$ cat config.mk
export PLATFORM = sky130hd
export DESIGN_NAME = lc3_ctrl
export DESIGN_NICKNAME = d
export VERILOG_FILES = /design/src/rtl/lc3_pkg.sv /design/src/rtl/ben_unit.sv /design/src/rtl/lc3_ctrl.sv
export SDC_FILE = /design/constraint.sdc
export NUM_CORES = 1
export LEC_CHECK = 0
export CAP_MARGIN = 20
export CORE_UTILIZATION = 46
export DETAILED_ROUTE_END_ITERATION = 8
export DONT_BUFFER_PORTS = 1
export HOLD_SLACK_MARGIN = 0.03
export PLACE_DENSITY_LB_ADDON = 0.25
export RECOVER_POWER = 25
export SETUP_SLACK_MARGIN = 0.3
export SLEW_MARGIN = 20
export SYNTH_ARGS = -nofsm -noshare
export SYNTH_HDL_FRONTEND = slang
export SYNTH_SLANG_ARGS = --single-unit
export TNS_END_PERCENT = 5
$ cat constraint.sdc
create_clock -name Clk -period 1.55 [get_ports Clk]
set_input_delay 0.465 -clock Clk [delete_from_list [all_inputs] [get_ports Clk]]
set_output_delay 0.465 -clock Clk [all_outputs]
set_load 0.005 [all_outputs]
$ cat src/rtl/lc3_pkg.sv
// rtl/lc3_pkg.sv - shared state, opcode and mux encodings for the LC-3 control sequencer
package lc3_pkg;

    typedef enum logic [3:0] {
        S_HALTED = 4'd0,
        S_FETCH,
        S_FRD,
        S_LDIR,
        S_DECODE,
        S_EXALU,
        S_BRCHK,
        S_BRTAKE,
        S_EXJMP,
        S_EXLEA,
        S_ADDR,
        S_DRD,
        S_WBR,
        S_SMDR,
        S_DWR,
        S_PAUSE
    } state_t;

    localparam logic [3:0] OP_BR    = 4'b0000;
    localparam logic [3:0] OP_ADD   = 4'b0001;
    localparam logic [3:0] OP_LD    = 4'b0010;
    localparam logic [3:0] OP_ST    = 4'b0011;
    localparam logic [3:0] OP_AND   = 4'b0101;
    localparam logic [3:0] OP_LDR   = 4'b0110;
    localparam logic [3:0] OP_STR   = 4'b0111;
    localparam logic [3:0] OP_NOT   = 4'b1001;
    localparam logic [3:0] OP_JMP   = 4'b1100;
    localparam logic [3:0] OP_PAUSE = 4'b1101;
    localparam logic [3:0] OP_LEA   = 4'b1110;

    localparam logic [1:0] ALUK_ADD  = 2'b00;
    localparam logic [1:0] ALUK_AND  = 2'b01;
    localparam logic [1:0] ALUK_NOT  = 2'b10;
    localparam logic [1:0] ALUK_PASS = 2'b11;

    localparam logic [1:0] PCMUX_PC1   = 2'b00;
    localparam logic [1:0] PCMUX_BUS   = 2'b01;
    localparam logic [1:0] PCMUX_ADDER = 2'b10;

    localparam logic [1:0] ADDR2_ZERO  = 2'b00;
    localparam logic [1:0] ADDR2_OFF6  = 2'b01;
    localparam logic [1:0] ADDR2_OFF9  = 2'b10;
    localparam logic [1:0] ADDR2_OFF11 = 2'b11;

    // LDR/STR address from SR1+off6; LD/ST from PC+off9
    function automatic logic is_base_offset(input logic [3:0] op);
        return (op == OP_LDR) || (op == OP_STR);
    endfunction

endpackage

$ cat src/rtl/ben_unit.sv
// rtl/ben_unit.sv - branch-enable register latched from IR[11:9] against n/z/p
module ben_unit (
    input  logic       i_clk,
    input  logic       i_rst,
    input  logic       i_ld,
    input  logic [2:0] i_cc_sel,
    input  logic       i_n,
    input  logic       i_z,
    input  logic       i_p,
    output logic       o_ben
);

    logic r_ben;
    logic w_ben_next;

    assign w_ben_next = (i_cc_sel[2] & i_n) | (i_cc_sel[1] & i_z) | (i_cc_sel[0] & i_p);

    always_ff @(posedge i_clk or posedge i_rst) begin
        if (i_rst)
            r_ben <= 1'b0;
        else if (i_ld)
            r_ben <= w_ben_next;
    end

    assign o_ben = r_ben;

endmodule

$ cat src/rtl/lc3_ctrl.sv
// rtl/lc3_ctrl.sv - multicycle LC-3 control sequencer: fetch, decode, execute
module lc3_ctrl
    import lc3_pkg::*;
(
    input  logic        Clk,
    input  logic        Reset,
    input  logic        Run,
    input  logic        Continue,
    input  logic [15:0] IR,
    input  logic        n,
    input  logic        z,
    input  logic        p,
    input  logic        mem_rdy,
    output logic        LD_MAR,
    output logic        LD_MDR,
    output logic        LD_IR,
    output logic        LD_PC,
    output logic        LD_REG,
    output logic        LD_CC,
    output logic        GatePC,
    output logic        GateMDR,
    output logic        GateALU,
    output logic        GateMARMUX,
    output logic [1:0]  PCMUX,
    output logic        ADDR1MUX,
    output logic [1:0]  ADDR2MUX,
    output logic        DRMUX,
    output logic        SR1MUX,
    output logic        SR2MUX,
    output logic [1:0]  ALUK,
    output logic        Mem_OE,
    output logic        Mem_WE
);

    state_t     r_state;
    state_t     w_next;
    logic       w_ben;
    logic [3:0] w_op;
    logic       w_unused_ir;

    assign w_op        = IR[15:12];
    assign w_unused_ir = ^{IR[8:6], IR[4:0]};

    ben_unit u_ben (
        .i_clk    (Clk),
        .i_rst    (Reset),
        .i_ld     (r_state == S_DECODE),
        .i_cc_sel (IR[11:9]),
        .i_n      (n),
        .i_z      (z),
        .i_p      (p),
        .o_ben    (w_ben)
    );

    always_ff @(posedge Clk or posedge Reset) begin
        if (Reset)
            r_state <= S_HALTED;
        else
            r_state <= w_next;
    end

    always_comb begin
        w_next = r_state;
        case (r_state)
            S_HALTED: if (Run) w_next = S_FETCH;
            S_FETCH:  w_next = S_FRD;
            S_FRD:    if (mem_rdy) w_next = S_LDIR;
            S_LDIR:   w_next = S_DECODE;
            S_DECODE: begin
                case (w_op)
                    OP_ADD, OP_AND, OP_NOT:        w_next = S_EXALU;
                    OP_BR:                         w_next = S_BRCHK;
                    OP_JMP:                        w_next = S_EXJMP;
                    OP_LEA:                        w_next = S_EXLEA;
                    OP_LD, OP_LDR, OP_ST, OP_STR:  w_next = S_ADDR;
                    OP_PAUSE:                      w_next = S_PAUSE;
                    default:                       w_next = S_FETCH;
                endcase
            end
            S_BRCHK:  w_next = w_ben ? S_BRTAKE : S_FETCH;
            S_ADDR:   w_next = (w_op == OP_ST || w_op == OP_STR) ? S_SMDR : S_DRD;
            S_DRD:    if (mem_rdy) w_next = S_WBR;
            S_SMDR:   w_next = S_DWR;
            S_DWR:    if (mem_rdy) w_next = S_FETCH;
            S_PAUSE:  if (Continue) w_next = S_FETCH;
            default:  w_next = S_FETCH;
        endcase
    end

    always_comb begin
        LD_MAR = 1'b0;  LD_MDR = 1'b0;  LD_IR = 1'b0;
        LD_PC = 1'b0;   LD_REG = 1'b0;  LD_CC = 1'b0;
        GatePC = 1'b0;  GateMDR = 1'b0; GateALU = 1'b0; GateMARMUX = 1'b0;
        PCMUX = PCMUX_PC1;
        ADDR1MUX = 1'b0;
        ADDR2MUX = ADDR2_ZERO;
        DRMUX = 1'b0;   SR1MUX = 1'b0;  SR2MUX = 1'b0;
        ALUK = ALUK_ADD;
        Mem_OE = 1'b0;  Mem_WE = 1'b0;
        case (r_state)
            S_FETCH: begin
                GatePC = 1'b1; LD_MAR = 1'b1; LD_PC = 1'b1;
            end
            S_FRD, S_DRD: begin
                Mem_OE = 1'b1; LD_MDR = mem_rdy;
            end
            S_LDIR: begin
                GateMDR = 1'b1; LD_IR = 1'b1;
            end
            S_EXALU: begin
                GateALU = 1'b1; LD_REG = 1'b1; LD_CC = 1'b1;
                SR2MUX  = (w_op != OP_NOT) & IR[5];
                ALUK    = (w_op == OP_AND) ? ALUK_AND :
                          (w_op == OP_NOT) ? ALUK_NOT : ALUK_ADD;
            end
            S_BRTAKE: begin
                LD_PC = 1'b1; PCMUX = PCMUX_ADDER; ADDR2MUX = ADDR2_OFF9;
            end
            S_EXJMP: begin
                LD_PC = 1'b1; PCMUX = PCMUX_ADDER; ADDR1MUX = 1'b1;
            end
            S_EXLEA: begin
                GateMARMUX = 1'b1; LD_REG = 1'b1; LD_CC = 1'b1; ADDR2MUX = ADDR2_OFF9;
            end
            S_ADDR: begin
                GateMARMUX = 1'b1; LD_MAR = 1'b1;
                ADDR1MUX   = is_base_offset(w_op);
                ADDR2MUX   = is_base_offset(w_op) ? ADDR2_OFF6 : ADDR2_OFF9;
            end
            S_WBR: begin
                GateMDR = 1'b1; LD_REG = 1'b1; LD_CC = 1'b1;
            end
            S_SMDR: begin
                GateALU = 1'b1; ALUK = ALUK_PASS; LD_MDR = 1'b1;
            end
            S_DWR:   Mem_WE = 1'b1;
            default: ;
        endcase
    end

endmodule

==> results.md <==
- Status: finished, violations left
- Failing checks: DRC, setup timing
- Final Critical Period: 1.75 ns
- DRC viols: 4
- Max Clock Freq: 0.572 GHz
- Routed len/inst: 15.3 µm
- Hold depth: 2
- Power Dens Cells: 1920 nW/µm²
- Mapped Area: 805 µm²
- DR iter-0 viols: 19
- Synth Instances: 116
- Cells after DPL: 142
- Initial Util: 0.510
- Crit path capture type: output pin
- Commonest non-fill, non-tap cell in the layout: buf_4
- RR Startpoint: r_state[3]
- Period utilization: 1.13
- # Max-Cap Violations: 0
- Cts bufs inserted: 3
- Via Count: 930
- Worst Hold Class: input pin to flip-flop
- Total of fill cells in the finished design: 134
- Clk_lat worst skew: 0.24 ns
- WS Path Type: flip-flop to output pin
- Vias per cell: 6.08
- # rows: 14
- DR pass1 iterations: 6
- Antenna-violating nets left: 0
- Prevailing post-synth register cell: dfrtp_1
- Post-synth cell types: 41
- Final WS setup: -0.199 ns
- Post-synth ARST share: 1.00
- Die area: 1920 µm²
- Initial antenna violation count: 0
- DIE WIDTH: 43.8 µm
- Unrepaired setup endpoints after global routing: yes
- Crit path required time: 1.08 ns
- Clock sinks: 5
- Fin Hold WS: 0.439 ns
- Worst-path clk slew: 0.05 ns
- Worst IR Drop VDD: 1410 µV
- Slew Limit Fails: 0
- Post-Route M1 WL: 1.04 mm
- H-tree depth: 1
- Tot Pwr: 0.00217 W
- Flops & latches, synth: 5
- Clk root buf: clkbuf_4
- Top cell by count, worst path: or2_4
- Core area: 1580 µm²
- Sequential share of the synthesized area: 0.156
- Final Setup Violations: 21
- Hpwl dp: 1.57 mm
- Setup total negative slack: -2.51 ns
- Worst hold path startpoint: IR[14]
- Gr usage total: 0.249
- Metal2 WL: 1.18 mm
- Leakage: 0.510 nW
- CTS tree: done
- Nets: 162
- I/O pins: 46
- Area growth, synth to finish: 40.4%
- Post-synth EDFFs: 0
- Critical R2R Capture: r_state[1]
- Critical-path cell list: buf_12 -> or2_4 -> o22ai_4 -> or2_4
- Worst path max stage delay: 0.41 ns
- Drt total wl: 2.34 mm
- Post-route insts no fill: 153
- Share of layout cells above drive strength 1: 0.401
- Largest net degree at the start of global routing: 15
- Worst Clk Skew: 0.00469 ns
- Final Hold Violating Endpoints: 0
- Die Span Y: 43.8 µm
- Max clock buf depth: 2
- Most frequent cells in the layout: 18 x buf_4, 9 x nor2_1, 7 x a21oi_1
- Worst Hold End: r_state[3]
- Max Fanout on Critical Path: 7
- Routed wl met3: 116 µm
- Worst slack at placement: -0.0730 ns
- Vias in the first global route: 867
- Grt ovf: 0
- Top Metal Used: met4
- Startpoint types: flip-flop
- Reg2Reg Depth: 6
- Global-route wire length before repair: 3.64 mm
- PortBufs: 0
- Placer congestion estimate: 0.848
- Slowest-stage cell, CP: dfrtp_1
- Ant. Diodes: 0
- Post-Syn Area per Cell: 6.94 µm²
- Synth warnings: 0
- Worst Path Arrival: 1.28 ns
- R2r setup slk: -0.07 ns
[synthesized netlist by cell type, types with 4 or more instances]
cell type | n | area (µm²)
o21ai_0 | 4 | 20.0
nor3_1 | 4 | 20.0
buf_4 | 5 | 37.5
a31oi_1 | 4 | 25.0
nand2_1 | 7 | 26.3
nand2b_1 | 8 | 50.1
nor2_1 | 13 | 48.8
buf_2 | 6 | 30.0
inv_1 | 5 | 18.8
a21oi_1 | 9 | 45.0
o22ai_1 | 4 | 25.0
dfrtp_1 | 5 | 125
[report_power, final]
part	internal, W	switching (W)
logic	0.000888	0.000828
registers	0.000197	0.000103
clock network	0.0000972	0.0000518
[final cells by class]
cell class                 count  area [µm²]  area share
timing repair buffer          27         246       0.218
inverter                       5        18.8      0.0166
clock buffer                   4        26.3      0.0233
sequential                     5         129       0.114
tap                           16        20.0      0.0177
multi-input combinational     96         689       0.610
[critical path, delay by kind of cell, from the launching register on]
kind	cells	cell delay, ns
buffers and inverters	1	0.15
AND/OR/NAND/NOR	2	0.39
flip-flops	1	0.41
AO/OA/AOI/OAI	1	0.11
[worst max path at each step]
stage | start | end | slack [ns] | cells past startpoint
after floorplan | r_state[2] | LD_PC | 0.009 | 4
after global placement | r_state[0] | LD_PC | -0.06 | 4
after detailed placement | r_state[0] | LD_PC | -0.07 | 4
after CTS | r_state[2] | LD_PC | -0.21 | 4
after global routing | r_state[2] | LD_CC | -0.24 | 3
final | r_state[2] | LD_PC | -0.20 | 4
[per-layer routing]
layer,vias up,global-route usage
li1,461,-
met1,438,0.302
met2,29,0.445
met3,2,0.0292
met4,0,0.0938
met5,-,0
[cell families after synthesis]
group | after synthesis | share of synthesized area
multiplexers | 2 | 0.0264
buffers and inverters | 17 | 0.121
AND/OR/NAND/NOR | 52 | 0.361
XOR/XNOR | 2 | 0.0218
AO/OA/AOI/OAI | 37 | 0.309
other | 1 | 0.00466
flip-flops | 5 | 0.156
[timing repair]
| item | in CTS | in global routing |
|---|---|---|
| resized for setup | 7 | 16 |
| setup buffers | 3 | 3 |
| hold endpoints to repair | 5 | 0 |
| pin swaps | 5 | 2 |
| setup endpoints to repair | 24 | 24 |
| hold buffers | 1 | 0 |
[registers in the layout, summed over array words and instances (netlist names)]
| register | cells |
|---|---|
| r_state | 4 |
| u_ben.o_ben | 1 |
[through the flow]
step | area, µm² | utilization
finish | 1130 | 0.717
global placement | 975 | 0.618
CTS | 1050 | 0.663
detailed placement | 975 | 0.618
global route | 1130 | 0.717
floorplan | 890 | -
No activity file was read; power rests on OpenSTA's default activity.
